==> src/rtl/mux_sel_pipe_if.sv <==
// mux_sel_pipe_if: request/response bundle for the pipelined selector.
//   in_bus    : N_INPUTS flattened WIDTH-bit data inputs (input k at [k*WIDTH +: WIDTH])
//   sel       : input select, meaningful while in_valid = 1
//   in_valid  : current sel/in_bus pair is a real request
//   stall     : freeze the whole pipeline
//   out       : selected data, STAGES cycles after acceptance
//   out_valid : out carries a valid result
//   out_sel   : effective select that produced the word on out
//   sel_err   : the word on out came from an out-of-range select
//   err_count : saturating count of accepted out-of-range requests
// The master drives requests; the slave (the selector) drives results.
interface mux_sel_pipe_if #(
    parameter int WIDTH    = 32,
    parameter int N_INPUTS = 6,
    parameter int SEL_W    = 3,
    parameter int ERRCNT_W = 8
);
    logic [N_INPUTS*WIDTH-1:0] in_bus;
    logic [SEL_W-1:0]          sel;
    logic                      in_valid;
    logic                      stall;
    logic [WIDTH-1:0]          out;
    logic                      out_valid;
    logic [SEL_W-1:0]          out_sel;
    logic                      sel_err;
    logic [ERRCNT_W-1:0]       err_count;

    modport master (
        output in_bus, sel, in_valid, stall,
        input  out, out_valid, out_sel, sel_err, err_count
    );

    modport slave (
        input  in_bus, sel, in_valid, stall,
        output out, out_valid, out_sel, sel_err, err_count
    );
endinterface

==> src/rtl/mux_sel_pipe.sv <==
// mux_sel_pipe: N-input WIDTH-bit selector followed by a STAGES-deep register
// pipeline carrying data, effective select tag, out-of-range flag and valid.
// Out-of-range selects fall back to the last input and are flagged and counted.
// Ports:
//   clk   : rising-edge clock
//   reset : synchronous active-high reset (overrides stall)
//   bus   : mux_sel_pipe_if slave (requests in, pipelined results out)
// All outputs come straight from registers.
module mux_sel_pipe #(
    parameter int WIDTH    = 32,
    parameter int N_INPUTS = 6,
    parameter int SEL_W    = 3,
    parameter int STAGES   = 1,
    parameter int ERRCNT_W = 8
) (
    input  logic          clk,
    input  logic          reset,
    mux_sel_pipe_if.slave bus
);
    // Slot table is padded to 2^SEL_W so any decoded select indexes in range.
    localparam int N_SLOTS = 2 ** SEL_W;

    logic [WIDTH-1:0]    in_arr_s [N_SLOTS];
    logic [SEL_W-1:0]    dec_sel_s;
    logic                dec_err_s;
    logic [WIDTH-1:0]    dec_data_s;

    logic [WIDTH-1:0]    data_r [STAGES];
    logic [SEL_W-1:0]    sel_r  [STAGES];
    logic [STAGES-1:0]   vld_r;
    logic [STAGES-1:0]   err_r;
    logic [ERRCNT_W-1:0] err_cnt_r;

    genvar k;
    generate
        for (k = 0; k < N_SLOTS; k++) begin : g_slot
            if (k < N_INPUTS) begin : g_used
                assign in_arr_s[k] = bus.in_bus[k*WIDTH +: WIDTH];
            end else begin : g_unused
                assign in_arr_s[k] = {WIDTH{1'b0}};
            end
        end
    endgenerate

    // Select decode: out-of-range falls back to the last input and raises the error bit.
    always_comb begin
        dec_sel_s = bus.sel;
        dec_err_s = 1'b0;
        // Widened compare so N_INPUTS == 2^SEL_W does not truncate to zero.
        if ({1'b0, bus.sel} >= (SEL_W+1)'(N_INPUTS)) begin
            dec_sel_s = SEL_W'(N_INPUTS - 1);
            dec_err_s = 1'b1;
        end else begin
            dec_sel_s = bus.sel;
            dec_err_s = 1'b0;
        end
        dec_data_s = in_arr_s[dec_sel_s];
    end

    // Pipeline stages: valid shifts every unstalled edge; payload loads only behind a valid.
    always_ff @(posedge clk) begin
        if (reset) begin
            vld_r <= {STAGES{1'b0}};
            err_r <= {STAGES{1'b0}};
            for (int s = 0; s < STAGES; s++) begin
                data_r[s] <= {WIDTH{1'b0}};
                sel_r[s]  <= {SEL_W{1'b0}};
            end
        end else if (!bus.stall) begin
            vld_r[0] <= bus.in_valid;
            if (bus.in_valid) begin
                data_r[0] <= dec_data_s;
                sel_r[0]  <= dec_sel_s;
                err_r[0]  <= dec_err_s;
            end
            for (int s = 1; s < STAGES; s++) begin
                vld_r[s] <= vld_r[s-1];
                if (vld_r[s-1]) begin
                    data_r[s] <= data_r[s-1];
                    sel_r[s]  <= sel_r[s-1];
                    err_r[s]  <= err_r[s-1];
                end
            end
        end
    end

    // Error counter: counts out-of-range requests at acceptance, saturating at all-ones.
    always_ff @(posedge clk) begin
        if (reset) begin
            err_cnt_r <= {ERRCNT_W{1'b0}};
        end else if (!bus.stall && bus.in_valid && dec_err_s &&
                     (err_cnt_r != {ERRCNT_W{1'b1}})) begin
            err_cnt_r <= err_cnt_r + ERRCNT_W'(1);
        end
    end

    assign bus.out       = data_r[STAGES-1];
    assign bus.out_valid = vld_r[STAGES-1];
    assign bus.out_sel   = sel_r[STAGES-1];
    assign bus.sel_err   = err_r[STAGES-1];
    assign bus.err_count = err_cnt_r;

endmodule

==> src/flat_wrapper.sv <==
// flat-port wrapper written by rule: the top's interface ports become plain ports
module mux_sel_pipe_flat 
#(
    parameter int WIDTH    = 32,
    parameter int N_INPUTS = 6,
    parameter int SEL_W    = 3,
    parameter int STAGES   = 1,
    parameter int ERRCNT_W = 8
)
  (clk, reset, bus_in_bus, bus_sel, bus_in_valid, bus_stall, bus_out, bus_out_valid, bus_out_sel, bus_sel_err, bus_err_count);
  mux_sel_pipe_if #(.WIDTH(WIDTH), .N_INPUTS(N_INPUTS), .SEL_W(SEL_W), .ERRCNT_W(ERRCNT_W)) bus_i ();
  input  logic clk;
  input  logic reset;
  input wire logic [$bits(bus_i.in_bus)-1:0] bus_in_bus;
  input wire logic [$bits(bus_i.sel)-1:0] bus_sel;
  input wire logic [$bits(bus_i.in_valid)-1:0] bus_in_valid;
  input wire logic [$bits(bus_i.stall)-1:0] bus_stall;
  output wire logic [$bits(bus_i.out)-1:0] bus_out;
  output wire logic [$bits(bus_i.out_valid)-1:0] bus_out_valid;
  output wire logic [$bits(bus_i.out_sel)-1:0] bus_out_sel;
  output wire logic [$bits(bus_i.sel_err)-1:0] bus_sel_err;
  output wire logic [$bits(bus_i.err_count)-1:0] bus_err_count;
  assign bus_i.in_bus = bus_in_bus;
  assign bus_i.sel = bus_sel;
  assign bus_i.in_valid = bus_in_valid;
  assign bus_i.stall = bus_stall;
  assign bus_out = bus_i.out;
  assign bus_out_valid = bus_i.out_valid;
  assign bus_out_sel = bus_i.out_sel;
  assign bus_sel_err = bus_i.sel_err;
  assign bus_err_count = bus_i.err_count;
  mux_sel_pipe #(.WIDTH(WIDTH), .N_INPUTS(N_INPUTS), .SEL_W(SEL_W), .STAGES(STAGES), .ERRCNT_W(ERRCNT_W)) u_core (.clk(clk), .reset(reset), .bus(bus_i));
endmodule
==> config.mk <==
export PLATFORM = sky130hd
export DESIGN_NAME = mux_sel_pipe_flat
export DESIGN_NICKNAME = d
export VERILOG_FILES = /design/src/rtl/mux_sel_pipe_if.sv /design/src/rtl/mux_sel_pipe.sv /design/src/flat_wrapper.sv
export SDC_FILE = /design/constraint.sdc
export NUM_CORES = 1
export LEC_CHECK = 0
export ABC_CLOCK_PERIOD_IN_PS = 1910
export BUFFER_PORTS_ARGS = -buffer_cell sky130_fd_sc_hd__buf_2
export CELL_PAD_IN_SITES_DETAIL_PLACEMENT = 0
export CELL_PAD_IN_SITES_GLOBAL_PLACEMENT = 1
export CORE_UTILIZATION = 31
export DETAILED_ROUTE_END_ITERATION = 16
export HOLD_SLACK_MARGIN = 0.15
export PLACE_DENSITY_LB_ADDON = 0.12
export SYNTH_ARGS = -nofsm -noshare
export SYNTH_HDL_FRONTEND = slang
export SYNTH_SLANG_ARGS = --single-unit
==> constraint.sdc <==
create_clock -name clk -period 1.91 [get_ports clk]
set_input_delay 0.382 -clock clk [delete_from_list [all_inputs] [get_ports clk]]
set_output_delay 0.382 -clock clk [all_outputs]
set_load 0.03 [all_outputs]
==> metrics.txt <==
status=complete, no violations; Via density=5.18; Hold/Removal Path Class=in2reg; R2R Setup Slk=about 410 ps; cells after synthesis=around 350; NetSw=0.000890 W; Root Buffer=clkbuf_16; Synth warnings=0; critical path endpoint category=flip-flop; area growth from synthesis to layout=43.4%; Initial Util=0.321; unrepaired setup endpoints after global routing=no; core area=roughly 11000 um2; WP data arrival=between 1500 and 2000 ps; Total Nets Final=around 800; Max Fclk=between 600 and 700 MHz; Total GRT Usage=0.196; hpwl dp=~9500 um; crit path launch=u_core.bus.err_count[0]; Routed WL per cell=roughly 17 um; EDFF count, synth=35; # DRC=0; vias in the first global route=approximately 3800; met3 usage=0.0432; 1st-pass router iterations=4; Routed Antenna Nets=0; Syn Nets=approximately 550; Final min period=~1500 ps; Sw Share=0.281; H-tree Lvls=2; Die W=between 100 and 150 um; pre-CTS setup slack=slightly above 90 ps; Worst Tran Pin Value=between 300 and 400 ps; Tot Pwr=about 0.0032 W; Routed Wire Length=12200 um; CTS resizes=0; Comb pwr share=0.277; row count=39; Post-synth ARST share=0; hold buffer count at CTS=0; total of max-cap violations=0; Syn Std Cell Area=~3700 um2; critical path required time=roughly 2100 ps; initial antenna violation count=1; Peak VDD IR=343 uV; crit-path max FO=8; wire length of the first global-routing pass=19200 um; Die Y=around 110 um; CP startpoint kind=flip-flop; Num CTS Buffers=5; Layout Skew=roughly 0.46 ps; Sequential Power Share=0.361; PwrDens=roughly 600 nW/um2; fin util=0.460; Worst-Skew Late Latency=~280 ps; Clock power frac=0.362; post-route setup TNS=0 ps; CTS tree=done; met2 GRT Util=0.357; clock sinks=45; DR vias=3747; synth unique cells=46; grt met1 use=0.228; deepest clock path buffer count=2; R2R Path End=u_core.bus.err_count[6]; Crit Path Category=reg2reg; Synth Register Bits=45; 1st-iter DRT viols=89; PortBufs=roughly 240; RePlAce Congestion=between 0.8 and 0.9; period utilization=0.784; Avg Synthesized Cell Area=around 11 um2; Top-Level Pins=roughly 240; Relative slew margins=0.788; Hold Crit Start=bus_stall; Final Setup Violations=0; internal power=between 0.002 and 0.0025 W; Seq/Total Area, Yosys=0.340; Clock transition at path regs=60 ps; Hold Vio Cnt, Final=0; grt ovf=0; ys flop type=edfxtp_1; GR peak layer=met2; crit path to=u_core.bus.err_count[6]; Final Max Tran Viols=0; Reg-to-Reg Start=u_core.bus.err_count[0]; P_leak=between 2 and 2.5 nW; reg2reg path depth=4; min setup slack post-route=roughly 410 ps; layout cells sized above 1=0.618; largest net degree at the start of global routing=36; die area=between 10000 and 15000 um2; postcts setup bufs=0
==> routing by layer <==
metal,routed length (um),vias up
li1,-,1843
met1,4970,1759
met2,6240,127
met3,750,18
met4,197,0
met5,0,-
==> worst min path at each step <==
stage,to,slack [ps],cells past startpoint
finish,u_core.bus.out_valid,380,3
global route,u_core.bus.out_valid,400,3
CTS,u_core.bus.out_valid,380,3
detailed placement,u_core.bus.out_valid,460,2
global placement,u_core.bus.out_valid,440,2
floorplan,u_core.bus.out_valid,530,2
==> cells in the final DEF, fill, tap and decap left out, types with 3 or more instances in the layout <==
| master | synthesis | final |
|---|---|---|
| a2111oi_2 | 21 | 21 |
| nand2b_1 | 3 | 3 |
| inv_1 | 3 | 3 |
| or3b_2 | 44 | 44 |
| a211oi_1 | 6 | 6 |
| nor2_1 | 15 | 15 |
| o2bb2ai_1 | 21 | 21 |
| nor3_1 | 21 | 21 |
| mux4_2 | 9 | 9 |
| nand2_1 | 23 | 23 |
| buf_2 | 13 | 243 |
| edfxtp_1 | 35 | 35 |
| buf_4 | 9 | 17 |
| a21oi_1 | 26 | 26 |
| buf_12 | 0 | 7 |
| mux2i_1 | 22 | 22 |
| dfxtp_1 | 10 | 10 |
| a311oi_1 | 12 | 12 |
| clkbuf_16 | 0 | 5 |
==> registers in the layout (all words and copies together), names as in the netlist <==
name	flops
u_core.data_r	32
u_core.bus.out_valid	1
u_core.bus.sel_err	1
u_core.sel_r	3
u_core.bus.err_count	8
==> cell usage after synthesis (2+ instances only) <==
| cell type | instances | area, um2 |
|---|---|---|
| o2bb2ai_1 | 21 | 184 |
| mux4_2 | 9 | 203 |
| edfxtp_1 | 35 | 1050 |
| and3_1 | 2 | 12.5 |
| mux2_2 | 2 | 22.5 |
| inv_1 | 3 | 11.3 |
| or2_1 | 2 | 12.5 |
| a211oi_1 | 6 | 45.0 |
| and4_1 | 2 | 17.5 |
| clkbuf_2 | 2 | 10.0 |
| nand2_1 | 23 | 86.3 |
| nor3_1 | 21 | 105 |
| and2_1 | 2 | 12.5 |
| a21oi_1 | 26 | 130 |
| a2111oi_2 | 21 | 315 |
| or3b_2 | 44 | 385 |
| buf_6 | 6 | 67.6 |
| buf_2 | 13 | 65.1 |
| nor2_1 | 15 | 56.3 |
| a31oi_1 | 2 | 12.5 |
| nor2b_1 | 2 | 12.5 |
| mux2i_1 | 22 | 220 |
| nand2b_1 | 3 | 18.8 |
| buf_1 | 3 | 11.3 |
| a311oi_1 | 12 | 105 |
| buf_4 | 9 | 67.6 |
| clkbuf_1 | 7 | 26.3 |
| dfxtp_1 | 10 | 200 |
| nand3_1 | 2 | 10.0 |
| a21boi_0 | 2 | 15.0 |
==> power by group through the flow <==
stage / sequential (W) / clock, W / combinational [W]
2_1_floorplan: 0.00131 / 0 / 0.000376
3_3_place_gp: 0.00117 / 0 / 0.000877
3_5_place_dp: 0.00117 / 0 / 0.000885
4_1_cts: 0.00114 / 0.00116 / 0.000887
5_1_grt: 0.00115 / 0.00121 / 0.000948
6_report: 0.00114 / 0.00115 / 0.000877
==> cell families (layout without fill, tap and decap cells) <==
group,Yosys count,after routing,synth area share
mux,34,34,0.128
simple gates,124,124,0.216
compound gates,96,96,0.236
other cells,0,1,0
buf+inv,45,279,0.0756
fa+ha+maj,1,1,0.00340
flops,45,45,0.340
==> metrics by stage <==
step,std cells,hold slack [ps],instance area (um2)
6_report,723,383,5270
3_3_place_gp,714,442,5080
3_5_place_dp,714,460,5080
2_1_floorplan,345,531,3680
5_1_grt,723,402,5270
4_1_cts,722,380,5270
==> cell type report <==
class	instances	area (um2)
antenna	1	2.50
clock buffer	5	125
clock inverter	3	65.1
fill	1121	6200
inverter	4	15.0
multi-input combinational	255	2150
sequential	45	1250
tap	143	179
timing repair buffer	267	1480
==> critical path, cell delays in order, from the launching register on <==
cell	delay, ps
dfxtp_1	390
ha_1	350
nand3_1	170
o31a_1	300
a211oi_1	200
No activity file was read; power rests on OpenSTA's default activity.
